==> src/rtl/mac_array_sequencer.sv <==
// Control FSM for the 8-lane matrix-vector MAC array: fetches A rows and B over a
// stalling read port, unpacks bytes into the FIFOs, then streams them through the MACs.
module mac_array_sequencer #(
  parameter int DIM        = 8,
  parameter int DATA_WIDTH = 8,
  parameter int ADDR_WIDTH = 32
) (
  input  logic                      clk,
  input  logic                      rst_n,
  input  logic                      start,
  output logic                      busy,
  output logic                      done,
  output logic [ADDR_WIDTH-1:0]     mem_address,
  output logic                      mem_read,
  input  logic                      mem_waitrequest,
  input  logic [DIM*DATA_WIDTH-1:0] mem_readdata,
  input  logic                      mem_readdatavalid,
  output logic [DIM-1:0]            fifo_a_wr,
  output logic                      fifo_b_wr,
  output logic [DATA_WIDTH-1:0]     fifo_wr_data,
  output logic                      fifo_rd_en,
  output logic                      mac_en,
  output logic                      mac_clr,
  output logic [2:0]                state_dbg
);

  localparam logic [2:0] S_IDLE      = 3'd0;
  localparam logic [2:0] S_READ_REQ  = 3'd1;
  localparam logic [2:0] S_READ_WAIT = 3'd2;
  localparam logic [2:0] S_UNPACK    = 3'd3;
  localparam logic [2:0] S_COMPUTE   = 3'd4;
  localparam logic [2:0] S_DRAIN     = 3'd5;
  localparam logic [2:0] S_DONE      = 3'd6;

  localparam int WORD_W = DIM * DATA_WIDTH;
  localparam int ROW_W  = $clog2(DIM + 1);
  localparam int CNT_W  = $clog2(DIM);
  localparam logic [CNT_W-1:0] CNT_LAST = CNT_W'(DIM - 1);
  localparam logic [ROW_W-1:0] ROW_B    = ROW_W'(DIM);

  logic [2:0]            state, state_n;
  logic [ROW_W-1:0]      row, row_n;
  logic [CNT_W-1:0]      cnt, cnt_n;
  logic [WORD_W-1:0]     shreg, shreg_n;
  logic [DATA_WIDTH-1:0] wr_data_n;
  logic [DIM-1:0]        fifo_a_wr_n;
  logic                  start_acc;

  // Read handshake: a request is accepted on a cycle with mem_read=1 and
  // mem_waitrequest=0; address and read stay frozen until then. Data returns
  // later as a single mem_readdatavalid beat, honoured only in READ_WAIT.
  always_comb begin
    state_n   = state;
    row_n     = row;
    cnt_n     = cnt;
    shreg_n   = shreg;
    wr_data_n = '0;
    start_acc = 1'b0;
    case (state)
      S_IDLE, S_DONE: begin
        if (start) begin
          state_n   = S_READ_REQ;
          row_n     = '0;
          cnt_n     = '0;
          start_acc = 1'b1;
        end
      end
      S_READ_REQ: begin
        if (!mem_waitrequest) state_n = S_READ_WAIT;
      end
      S_READ_WAIT: begin
        if (mem_readdatavalid) begin
          state_n   = S_UNPACK;
          cnt_n     = '0;
          wr_data_n = mem_readdata[WORD_W-1 -: DATA_WIDTH];
          shreg_n   = mem_readdata << DATA_WIDTH;
        end
      end
      S_UNPACK: begin
        // Output bytes are registered, so byte k+1 is staged while byte k is visible.
        if (cnt == CNT_LAST) begin
          cnt_n = '0;
          if (row == ROW_B) begin
            state_n = S_COMPUTE;
          end else begin
            row_n   = row + ROW_W'(1);
            state_n = S_READ_REQ;
          end
        end else begin
          cnt_n     = cnt + CNT_W'(1);
          wr_data_n = shreg[WORD_W-1 -: DATA_WIDTH];
          shreg_n   = shreg << DATA_WIDTH;
        end
      end
      S_COMPUTE: begin
        if (cnt == CNT_LAST) begin
          cnt_n   = '0;
          state_n = S_DRAIN;
        end else begin
          cnt_n = cnt + CNT_W'(1);
        end
      end
      S_DRAIN: state_n = S_DONE;
      default: state_n = S_IDLE;
    endcase
  end

  always_comb begin
    fifo_a_wr_n = '0;
    for (int i = 0; i < DIM; i++) begin
      fifo_a_wr_n[i] = (state_n == S_UNPACK) && (row_n == ROW_W'(i));
    end
  end

  always_ff @(posedge clk) begin
    if (!rst_n) begin
      state        <= S_IDLE;
      row          <= '0;
      cnt          <= '0;
      shreg        <= '0;
      mem_address  <= '0;
      mem_read     <= 1'b0;
      fifo_a_wr    <= '0;
      fifo_b_wr    <= 1'b0;
      fifo_wr_data <= '0;
      fifo_rd_en   <= 1'b0;
      mac_en       <= 1'b0;
      mac_clr      <= 1'b0;
      busy         <= 1'b0;
      done         <= 1'b0;
    end else begin
      state        <= state_n;
      row          <= row_n;
      cnt          <= cnt_n;
      shreg        <= shreg_n;
      mem_address  <= ADDR_WIDTH'(row_n);
      mem_read     <= (state_n == S_READ_REQ);
      fifo_a_wr    <= fifo_a_wr_n;
      fifo_b_wr    <= (state_n == S_UNPACK) && (row_n == ROW_B);
      fifo_wr_data <= wr_data_n;
      fifo_rd_en   <= (state_n == S_COMPUTE);
      mac_en       <= fifo_rd_en;
      mac_clr      <= start_acc;
      busy         <= (state_n != S_IDLE) && (state_n != S_DONE);
      done         <= (state_n == S_DONE);
    end
  end

  assign state_dbg = state;

endmodule

==> config.mk <==
export PLATFORM = sky130hd
export DESIGN_NAME = mac_array_sequencer
export DESIGN_NICKNAME = d
export VERILOG_FILES = /design/src/rtl/mac_array_sequencer.sv
export SDC_FILE = /design/constraint.sdc
export NUM_CORES = 1
export LEC_CHECK = 0
export ABC_AREA = 1
export CORE_ASPECT_RATIO = 1.25
export CORE_MARGIN = 3
export CORE_UTILIZATION = 25
export CTS_BUF_LIST = sky130_fd_sc_hd__clkbuf_16
export CTS_CLUSTER_SIZE = 14
export DETAILED_ROUTE_END_ITERATION = 8
export PLACE_DENSITY = 0.55
export SYNTH_ARGS = -nofsm -noshare
export SYNTH_HDL_FRONTEND = slang
export SYNTH_SLANG_ARGS = --single-unit
==> constraint.sdc <==
create_clock -name clk -period 1.65 [get_ports clk]
set_clock_uncertainty 0.05 [all_clocks]
set_input_delay 0.4125 -clock clk [delete_from_list [all_inputs] [get_ports clk]]
set_output_delay 0.4125 -clock clk [all_outputs]
set_load 0.01 [all_outputs]
==> results of run 1 <==
[layout by cell type, fill, tap and decap left out, types with 2 or more instances in the layout]
cell / synthesis / layout
a21oi_1: 14 / 14
a22oi_1: 8 / 8
a31oi_1: 49 / 49
buf_12: 0 / 8
buf_4: 33 / 15
buf_6: 11 / 2
bufinv_16: 0 / 2
clkbuf_16: 0 / 10
clkdlybuf4s50_1: 0 / 67
clkinvlp_4: 0 / 3
conb_1: 1 / 28
dfxtp_1: 89 / 81
dfxtp_2: 0 / 6
dfxtp_4: 0 / 2
dlygate4sd2_1: 0 / 26
dlymetal6s2s_1: 0 / 4
ha_1: 5 / 2
ha_4: 0 / 3
inv_1: 17 / 15
inv_2: 5 / 6
nand2_1: 142 / 141
nand2_2: 7 / 6
nand2_4: 3 / 4
nand3_1: 20 / 18
nand3_2: 6 / 7
nor2_1: 36 / 32
nor2_2: 3 / 5
nor2_4: 4 / 6
o21ai_0: 39 / 37
o21ai_1: 12 / 14
[power by group through the flow]
stage	clock [mW]	combinational [mW]	sequential, mW
floorplan	0	0.447	2.38
global placement	0	0.711	2.39
detailed placement	0	0.721	2.39
CTS	2.24	0.719	2.35
global route	2.33	0.820	2.36
finish	2.18	0.740	2.35
[logic make-up (layout without fill, tap and decap cells)]
family                   count (synthesis)  after routing  share of synthesized area (%)
AO/OA/AOI/OAI                          123            123                          17.12
adder cells (fa/ha/maj)                  5              5                          1.531
buffers and inverters                   83            163                          12.95
flip-flops                              89             89                          43.60
other                                    1             28                        0.09177
AND/OR/NAND/NOR                        226            226                          24.71
[what timing repair did]
action	4_1_cts	5_1_grt
cloned	0	1
gates resized for setup	44	22
endpoints found under the setup margin	99	34
pin swaps	6	14
[path summary, 6_finish.rpt]
check | to | slack, ns
worst max-delay path | fifo_rd_en$_SDFF_PN0_ | 0.02
worst min-delay path | mac_en$_SDFF_PN0_ | 0.38
worst max register to register | fifo_rd_en$_SDFF_PN0_ | 0.02
worst min register to register | mac_en$_SDFF_PN0_ | 0.40
[critical path, cell delays in order (launching register included)]
cell     delay, ns
dfxtp_2       0.34
ha_4          0.17
buf_6         0.11
ha_4          0.14
nand2_1       0.06
nor2_1        0.04
nor2_1        0.09
nand2_1       0.09
nor2_4        0.19
nand2_2       0.09
nor3_2        0.18
[through the flow]
stage	area (sq um)	instances	util, %	setup TNS (ns)	power [mW]
global route	5724	846	36.17	-0.8260	5.508
floorplan	4188	554	-	0	2.828
global placement	5276	829	33.34	-8.934	3.104
CTS	5620	845	35.52	-0.004027	5.304
detailed placement	5276	829	33.34	-9.676	3.116
finish	5724	846	36.17	0	5.273
[routing by layer]
layer	routed length [um]	GRT usage, %
met1	4958	15.33
met2	5494	20.87
met3	651	3.225
met4	150	3.685
met5	0	0
[flip-flops by register name (all words and copies together), names as in the netlist]
name and count:
state_dbg 3, done 1, fifo_rd_en 1, mem_read 1, fifo_a_wr 8, fifo_b_wr 1
mac_clr 1, mac_en 1, fifo_wr_data 8, row 4, shreg 56, cnt 3
busy 1
[layout make-up]
cell class	instances	area [sq um]
Timing Repair Buffer	124	1274
Clock inverter	7	92.59
Sequential cell	89	1797
Tap cell	212	265.3
Clock buffer	9	225.2
Multi-Input combinational cell	382	1978
Inverter	23	92.59
Fill cell	1707	10100
==> impl_metrics.csv, run 1 <==
group,metric,value,unit
global_routing,grt_max_degree,57,
logic_synthesis,synth_area_per_cell,7.754,sq um
worst_setup_path,worst_setup_path_start_kind,"flop",
clock_tree,root_buffer,"clkbuf_16",
worst_setup_path,required,1.86,ns
logic_synthesis,synth-seq-area-share,43.60,%
die,core-area,0.01583,sq mm
drt,drc,0,
cells_and_area,syn_to_final_growth,40.08,%
min_path,hold_path_class,"input port to flop",
worst_setup_path,crit_path_start,"cnt[1]$_SDFFE_PN0P_",
clock_tree,cts.clk_slew.worst_paths,0.06,ns
power_and_ir_drop,switchingPower,1.318,mW
worst_setup_path,critPathMaxFanout,3,
logic_synthesis,yosysWarningCount,0,
min_path,hold_path_depth,3,
cells_and_area,fin_nets,703,
power_and_ir_drop,vdd_drop_max,0.4076,mV
logic_synthesis,yosysTopAreaCell,"dfxtp_1",
global_routing,gr-usage-all-layers,12.30,%
clock_tree,clock_path_buffers,2,
outcome,status,"complete, no violations",
clock_tree,ctsHoldBuffers,0,
logic_synthesis,synth_edf_count,0,
sta,setup_slack,0.02199,ns
drt,vias,3743,
die,ios,127,
sta,fin_crit,1.628,ns
logic_synthesis,ys_top_cells_by_count,"nand2_1, dfxtp_1, a31oi_1, o21ai_0, nor2_1",
worst_setup_path,endpoint_kind,"flop",
drt,wire_per_inst,13.30,um
die,fp.dieH,148.9,um
power_and_ir_drop,p_comb_share,14.0,%
die,dieArea,0.01792,sq mm
power_and_ir_drop,p_int,3.955,mW
placed_design,pre_cts_ws,-0.1884,ns
clock_tree,tritoncts,"done",
power_and_ir_drop,leakage,2.436,nW
worst_setup_path,reg2regPathDepth,10,
worst_setup_path,critPathKind,"flop to flop",
power_and_ir_drop,p_per_area,921.1,mW/mm^2
clock_tree,clk_latency,0.34,ns
logic_synthesis,async_reset_ff_share,0,%
clock_tree,clock-sinks,89,
placed_design,place_congestion,0.8339,
global_routing,grt_pass1_wl,17650,um
placed_design,dp_hpwl,8275,um
die,core.rowCount,51,
sta,holdWs,0.3794,ns
logic_synthesis,syn_area,0.004086,sq mm
worst_setup_path,reg2reg_from,"cnt[1]$_SDFFE_PN0P_",
sta,hold_viol,0,
logic_synthesis,syn_inst,527,
min_path,min_from,"rst_n",
logic_synthesis,synth_top_cell_area_share,43.60,%
die,initial_utilization,25.82,%
sta,setup_viol,0,
clock_tree,h-tree-depth,3,
power_and_ir_drop,p_seq_share,44.5,%
cells_and_area,antenna_cells,0,
sta,min_period_over_period,98.67,%
power_and_ir_drop,clockPowerShare,41.4,%
run,drv_cap,0,
logic_synthesis,synth_cell_types,29,
drt,drtPass1Iterations,4,
cells_and_area,drive_gt1_share,14.83,%
global_routing,grt_pass1_vias,3597,
global_routing,grt-ovfl-total,0,
drt,ant_nets,0,
sta,timing.fmax,614.2,MHz
placed_design,io_buffer_count,98,
logic_synthesis,synth_area_leaders,"dfxtp_1, nand2_1, a31oi_1",
worst_setup_path,cp.arrival,1.84,ns
clock_tree,cts_setup_buffers,0,
logic_synthesis,yosysMostFrequentCell,"nand2_1",
sta,report.final.slew_viol_count,0,
clock_tree,numCtsBuffers,9,
drt,via_per_inst,4.424,
die,die_w,120.4,um
logic_synthesis,synth_ff_type,"dfxtp_1",
power_and_ir_drop,p_sw_share,24.99,%
sta,rsz0062_at_grt,"yes",
drt,wl,11260,um
global_routing,antenna_found_initial,0,
logic_synthesis,synth-seq-cells,89,
drt,drtIter0Drc,269,
Note: power is estimated with default switching activity, not from simulation.
==> inputs of run 2 (changes only) <==
SKIP_CTS_REPAIR_TIMING = 1   (was not set)
==> run 2 against run 1 <==
Hold slack worse by 0.0069 ns; sequential cell count unchanged; critical endpoint is now busy$_SDFF_PN0_; sequential share of layout area down 0.60 points; first-iteration DRC count down 0.74%; clock-buffer cell count unchanged; setup slack worse by 0.0032 ns; total power up 0.20%.
==> impl_metrics.csv, run 2 (same netlist as run 1, synthesis figures left out) <==
group,metric,value,unit
cells_and_area,antenna_cells,0,
cells_and_area,largest_reg_flops,56,
die,core-area,0.01583,sq mm
worst_setup_path,cp.arrival,1.82,ns
global_routing,grt_pass1_vias,3615,
outcome,status,"complete, no violations",
placed_design,place_congestion,0.8339,
die,initial_utilization,25.82,%
clock_tree,tritoncts,"done",
drt,ant_nets,0,
cells_and_area,mostFrequentLayoutCells,"nand2_1, dfxtp_1, clkdlybuf4s50_1, a31oi_1, o21ai_0",
global_routing,grt_max_degree,57,
min_path,hold_path_class,"input port to flop",
worst_setup_path,cp_top_family,"simple AND/OR/NAND/NOR gates",
drt,wl,11380,um
die,ios,127,
min_path,hold_path_depth,3,
power_and_ir_drop,p_sw_share,25.01,%
clock_tree,cts.clk_slew.worst_paths,0.06,ns
clock_tree,clock-sinks,89,
worst_setup_path,critPathKind,"flop to flop",
global_routing,grt-ovfl-total,0,
clock_tree,root_buffer,"clkbuf_16",
die,fp.dieH,148.9,um
sta,min_period_over_period,98.86,%
sta,report.final.slew_viol_count,0,
cells_and_area,drive_gt1_share,14.80,%
die,die_w,120.4,um
global_routing,busiest_layer,"met2",
worst_setup_path,crit_path_top_delay_cell,"dfxtp_2",
placed_design,dp_hpwl,8275,um
worst_setup_path,worst_setup_path_start_kind,"flop",
worst_setup_path,critPathMaxFanout,3,
clock_tree,h-tree-depth,3,
sta,timing.fmax,613.1,MHz
power_and_ir_drop,total_power,5.283,mW
sta,holdWs,0.3725,ns
sta,rsz0062_at_grt,"yes",
cells_and_area,final_common_cell,"nand2_1",
worst_setup_path,r2r-end,"busy$_SDFF_PN0_",
cells_and_area,syn_to_final_growth,42.59,%
worst_setup_path,reg2regPathDepth,11,
global_routing,gr-usage-all-layers,12.26,%
power_and_ir_drop,switchingPower,1.321,mW
die,core.rowCount,51,
power_and_ir_drop,clockPowerShare,41.4,%
min_path,min_from,"rst_n",
drt,drtPass1Iterations,4,
sta,fin_crit,1.631,ns
global_routing,grt_pass1_wl,17620,um
worst_setup_path,endpoint_kind,"flop",
worst_setup_path,reg2reg_from,"cnt[1]$_SDFFE_PN0P_",
worst_setup_path,rrSetupSlack,0.02,ns
worst_setup_path,path_common_cell,"nor2_1",
global_routing,antenna_found_initial,0,
clock_tree,clock_path_buffers,2,
drt,vias,3765,
clock_tree,clk_latency,0.34,ns
drt,drc,0,
global_routing,use_met2,20.84,%
cells_and_area,top_register,"shreg",
global_routing,met3_usage,3.225,%
power_and_ir_drop,p_per_area,906.7,mW/mm^2
min_path,worstHoldEndpoint,"mac_en$_SDFF_PN0_",
run,drv_cap,0,
power_and_ir_drop,p_int,3.962,mW
power_and_ir_drop,vdd_drop_max,0.4052,mV
cells_and_area,nFillCells,1704,
power_and_ir_drop,p_comb_share,14.2,%
power_and_ir_drop,p_seq_share,44.5,%
drt,drtIter0Drc,267,
power_and_ir_drop,leakage,2.792,nW
sta,setup_viol,0,
placed_design,io_buffer_count,98,
cells_and_area,reg_top3,"shreg x56, fifo_a_wr x8, fifo_wr_data x8",
worst_setup_path,required,1.84,ns
cells_and_area,fin_nets,704,
sta,hold_viol,0,
worst_setup_path,crit_buf_inv,1,
global_routing,met1_usage,15.26,%
worst_setup_path,slowest_delay,0.34,ns
drt,via_per_inst,4.445,
drt,wire_per_inst,13.44,um
worst_setup_path,cp_cell_sequence,"ha_4, buf_4, ha_4, nand2_1, nor2_1, nor2_1, nand2_1, nor2_4, nand2_2, nor2_2, nor2_1",
clock_tree,numCtsBuffers,9,
die,dieArea,0.01792,sq mm
## run 2: worst register-to-register path: stages (launching register included)
cell	delay, ns
dfxtp_2	0.34
ha_4	0.17
buf_4	0.14
ha_4	0.15
nand2_1	0.06
nor2_1	0.04
nor2_1	0.10
nand2_1	0.09
nor2_4	0.16
nand2_2	0.09
nor2_2	0.10
nor2_1	0.05
## run 2: worst max-delay path by stage
stage                            start                       to  slack (ns)  cells past startpoint
3_5_place_dp         mem_readdatavalid   shreg[14]$_SDFFE_PN0P_       -0.19                      7
5_1_grt            cnt[1]$_SDFFE_PN0P_  fifo_a_wr[0]$_SDFF_PN0_       -0.12                      9
3_3_place_gp                     start      mem_read$_SDFF_PN0_       -0.17                      8
6_report           cnt[1]$_SDFFE_PN0P_          busy$_SDFF_PN0_        0.02                     11
2_1_floorplan      cnt[0]$_SDFFE_PN0P_      mem_read$_SDFF_PN0_        0.04                      9
4_1_cts        state_dbg[0]$_SDFF_PN0_             state_dbg[0]       -0.34                      1
## run 2: metrics by stage
step	setup WS, ns	TNS (ns)	cell area (sq um)	utilization (%)	instances
finish	0.01884	0	5827	36.82	847
global route	-0.1213	-0.8071	5827	36.82	847
CTS	-0.3364	-7.724	5594	35.35	845
detailed placement	-0.1884	-9.676	5276	33.34	829
global placement	-0.1661	-8.934	5276	33.34	829
floorplan	0.03997	0	4188	-	554
## run 2: layout make-up
cell class	instances	area (sq um)	area share, %
well taps	212	265.3	4.552
clock inverters	7	92.59	1.589
flip-flops and latches	89	1794	30.79
multi-input cells	382	1978	33.95
repair buffers	125	1379	23.66
clock buffers	9	225.2	3.865
inverters	23	92.59	1.589
## run 2: power groups by stage
stage	clock [mW]	sequential, mW	combinational, mW
2_1_floorplan	0	2.38	0.447
3_3_place_gp	0	2.39	0.711
3_5_place_dp	0	2.39	0.721
4_1_cts	2.24	2.35	0.725
5_1_grt	2.33	2.36	0.827
6_report	2.19	2.35	0.748
## run 2: per-layer routing
layer | part of all wire, % | vias to the layer above
met3 | 5.5 | 13
met5 | 0 | -
met4 | 1.3 | 0
li1 | - | 1906
met1 | 44 | 1752
met2 | 49 | 94
==> inputs of run 3 (changes only) <==
CAP_MARGIN = 20   (was not set)
PLACE_DENSITY = not set   (was 0.55)
PLACE_DENSITY_LB_ADDON = 0.05   (was not set)
==> run 3 against run 2 <==
The run now ends with setup timing left; utilization about the same; sequential share of layout area grew 0.079 points; clock-buffer cell count did not move; final cell count increased by 0.59%; global-route usage increased by 0.54 points; setup slack got worse by 0.062 ns; sequential cell count is the same; clock power down 5%; fmax fell by 3.7%; cell area about the same; total power is 2.0% lower; critical path depth shrank 2; critical path type unchanged; critical endpoint is now fifo_a_wr[1]$_SDFF_PN0_; largest cell class unchanged; highest routed layer unchanged.
==> impl_metrics.csv, run 3 (same netlist as run 1, synthesis figures left out) <==
group,metric,value,unit
clock_tree,numCtsBuffers,9,
sta,rsz0062_at_grt,"yes",
sta,fin_crit,1.693,ns
worst_setup_path,cp.arrival,1.92,ns
global_routing,grt_max_degree,56,
power_and_ir_drop,leakage,2.802,nW
cells_and_area,fin_nets,709,
die,dieArea,0.01792,sq mm
placed_design,dpl-instance-area,0.005261,sq mm
drt,via_per_inst,4.399,
worst_setup_path,worst_setup_path_start_kind,"flop",
clock_tree,clock_path_buffers,2,
power_and_ir_drop,p_per_area,888.7,mW/mm^2
outcome,violations,"setup timing",
worst_setup_path,reg2regPathDepth,9,
die,core.rowCount,51,
clock_tree,clk_latency,0.34,ns
die,die_w,120.4,um
sta,report.final.slew_viol_count,0,
power_and_ir_drop,vdd_drop_max,0.5642,mV
global_routing,gr-usage-all-layers,12.80,%
global_routing,antenna_found_initial,0,
clock_tree,root_buffer,"clkbuf_16",
clock_tree,clock-sinks,89,
power_and_ir_drop,total_power,5.179,mW
global_routing,grt_pass1_vias,3682,
worst_setup_path,critPathMaxFanout,7,
clock_tree,tritoncts,"done",
cells_and_area,antenna_cells,0,
drt,drtIter0Drc,159,
die,initial_utilization,25.82,%
cells_and_area,final_common_cell,"nand2_1",
worst_setup_path,critPathKind,"flop to flop",
sta,setup_viol,9,
sta,holdWs,0.3996,ns
clock_tree,cts.clk_slew.worst_paths,0.07,ns
sta,timing.fmax,590.7,MHz
placed_design,dp_hpwl,8393,um
min_path,hold_path_class,"flop to flop",
min_path,hold_path_depth,2,
drt,wl,11880,um
drt,vias,3748,
sta,setup_slack,-0.04298,ns
clock_tree,h-tree-depth,3,
global_routing,grt-ovfl-total,0,
outcome,status,"finished with violations",
worst_setup_path,endpoint_kind,"flop",
cells_and_area,regArea,0.001799,sq mm
run,drv_cap,0,
sta,min_period_over_period,102.6,%
placed_design,io_buffer_count,98,
worst_setup_path,required,1.87,ns
drt,drc,0,
placed_design,place_congestion,0.7944,
die,fp.dieH,148.9,um
cells_and_area,final_core_util,36.83,%
cells_and_area,top_register,"shreg",
drt,ant_nets,0,
cells_and_area,syn_to_final_growth,42.62,%
cells_and_area,reg_top3,"shreg x56, fifo_a_wr x8, fifo_wr_data x8",
cells_and_area,drive_gt1_share,16.09,%
drt,wire_per_inst,13.94,um
cells_and_area,mostFrequentLayoutCells,"nand2_1, dfxtp_1, clkdlybuf4s50_1, a31oi_1, o21ai_0",
sta,hold_viol,0,
drt,drtPass1Iterations,4,
cells_and_area,nFillCells,1733,
die,ios,127,
die,core-area,0.01583,sq mm
cells_and_area,multi_input_area,0.001971,sq mm
cells_and_area,design_area,0.005828,sq mm
cells_and_area,largest_reg_flops,56,
global_routing,grt_pass1_wl,18460,um
## run 3: layer usage
layer	up-vias	share of wire, %	global-route usage (%)
li1	1918	-	-
met1	1743	46	16.62
met2	78	49	21.66
met3	9	3.6	2.314
met4	0	1.3	3.968
met5	-	0	0
## run 3: path summary, 6_finish.rpt
path                                            start                      end  slack (ns)
worst max-delay path              cnt[1]$_SDFFE_PN0P_  fifo_a_wr[1]$_SDFF_PN0_       -0.04
worst min-delay path            fifo_rd_en$_SDFF_PN0_        mac_en$_SDFF_PN0_        0.40
worst max register to register    cnt[1]$_SDFFE_PN0P_  fifo_a_wr[1]$_SDFF_PN0_       -0.04
worst min register to register  fifo_rd_en$_SDFF_PN0_        mac_en$_SDFF_PN0_        0.40
## run 3: worst max-delay path, stage by stage (launching register included)
cell and delay (ns):
dfxtp_2 0.34, ha_4 0.17, ha_4 0.17, nand4_1 0.13, nor2_1 0.06, nor2_1 0.17, nand3_1 0.15, nor2_4 0.21
nand2_2 0.10, nor2_1 0.09
## run 3: layout make-up
cell class	count	share of cell area, %
clock buffer	9	3.864
timing repair buffer	130	23.96
multi-input combinational	382	33.81
sequential	89	30.87
tap	212	4.551
clock inverter	7	1.353
inverter	23	1.589
## run 3: report_power, final
group / internal, mW / switching, mW / total [mW] / leakage (nW)
sequential: 2.27 / 0.0697 / 2.34 / 0.726
combinational: 0.367 / 0.387 / 0.754 / 1.93
clock: 1.19 / 0.896 / 2.08 / 0.144
total: 3.83 / 1.35 / 5.18 / 2.80
## run 3: metrics by stage
stage	setup WS (ns)	setup TNS, ns	cells
after global placement	-0.1932	-10.66	832
after CTS	-0.2944	-7.177	848
final	-0.04298	-0.2873	852
after global routing	-0.1587	-1.385	852
after floorplan	0.03997	0	554
after detailed placement	-0.2092	-10.52	832
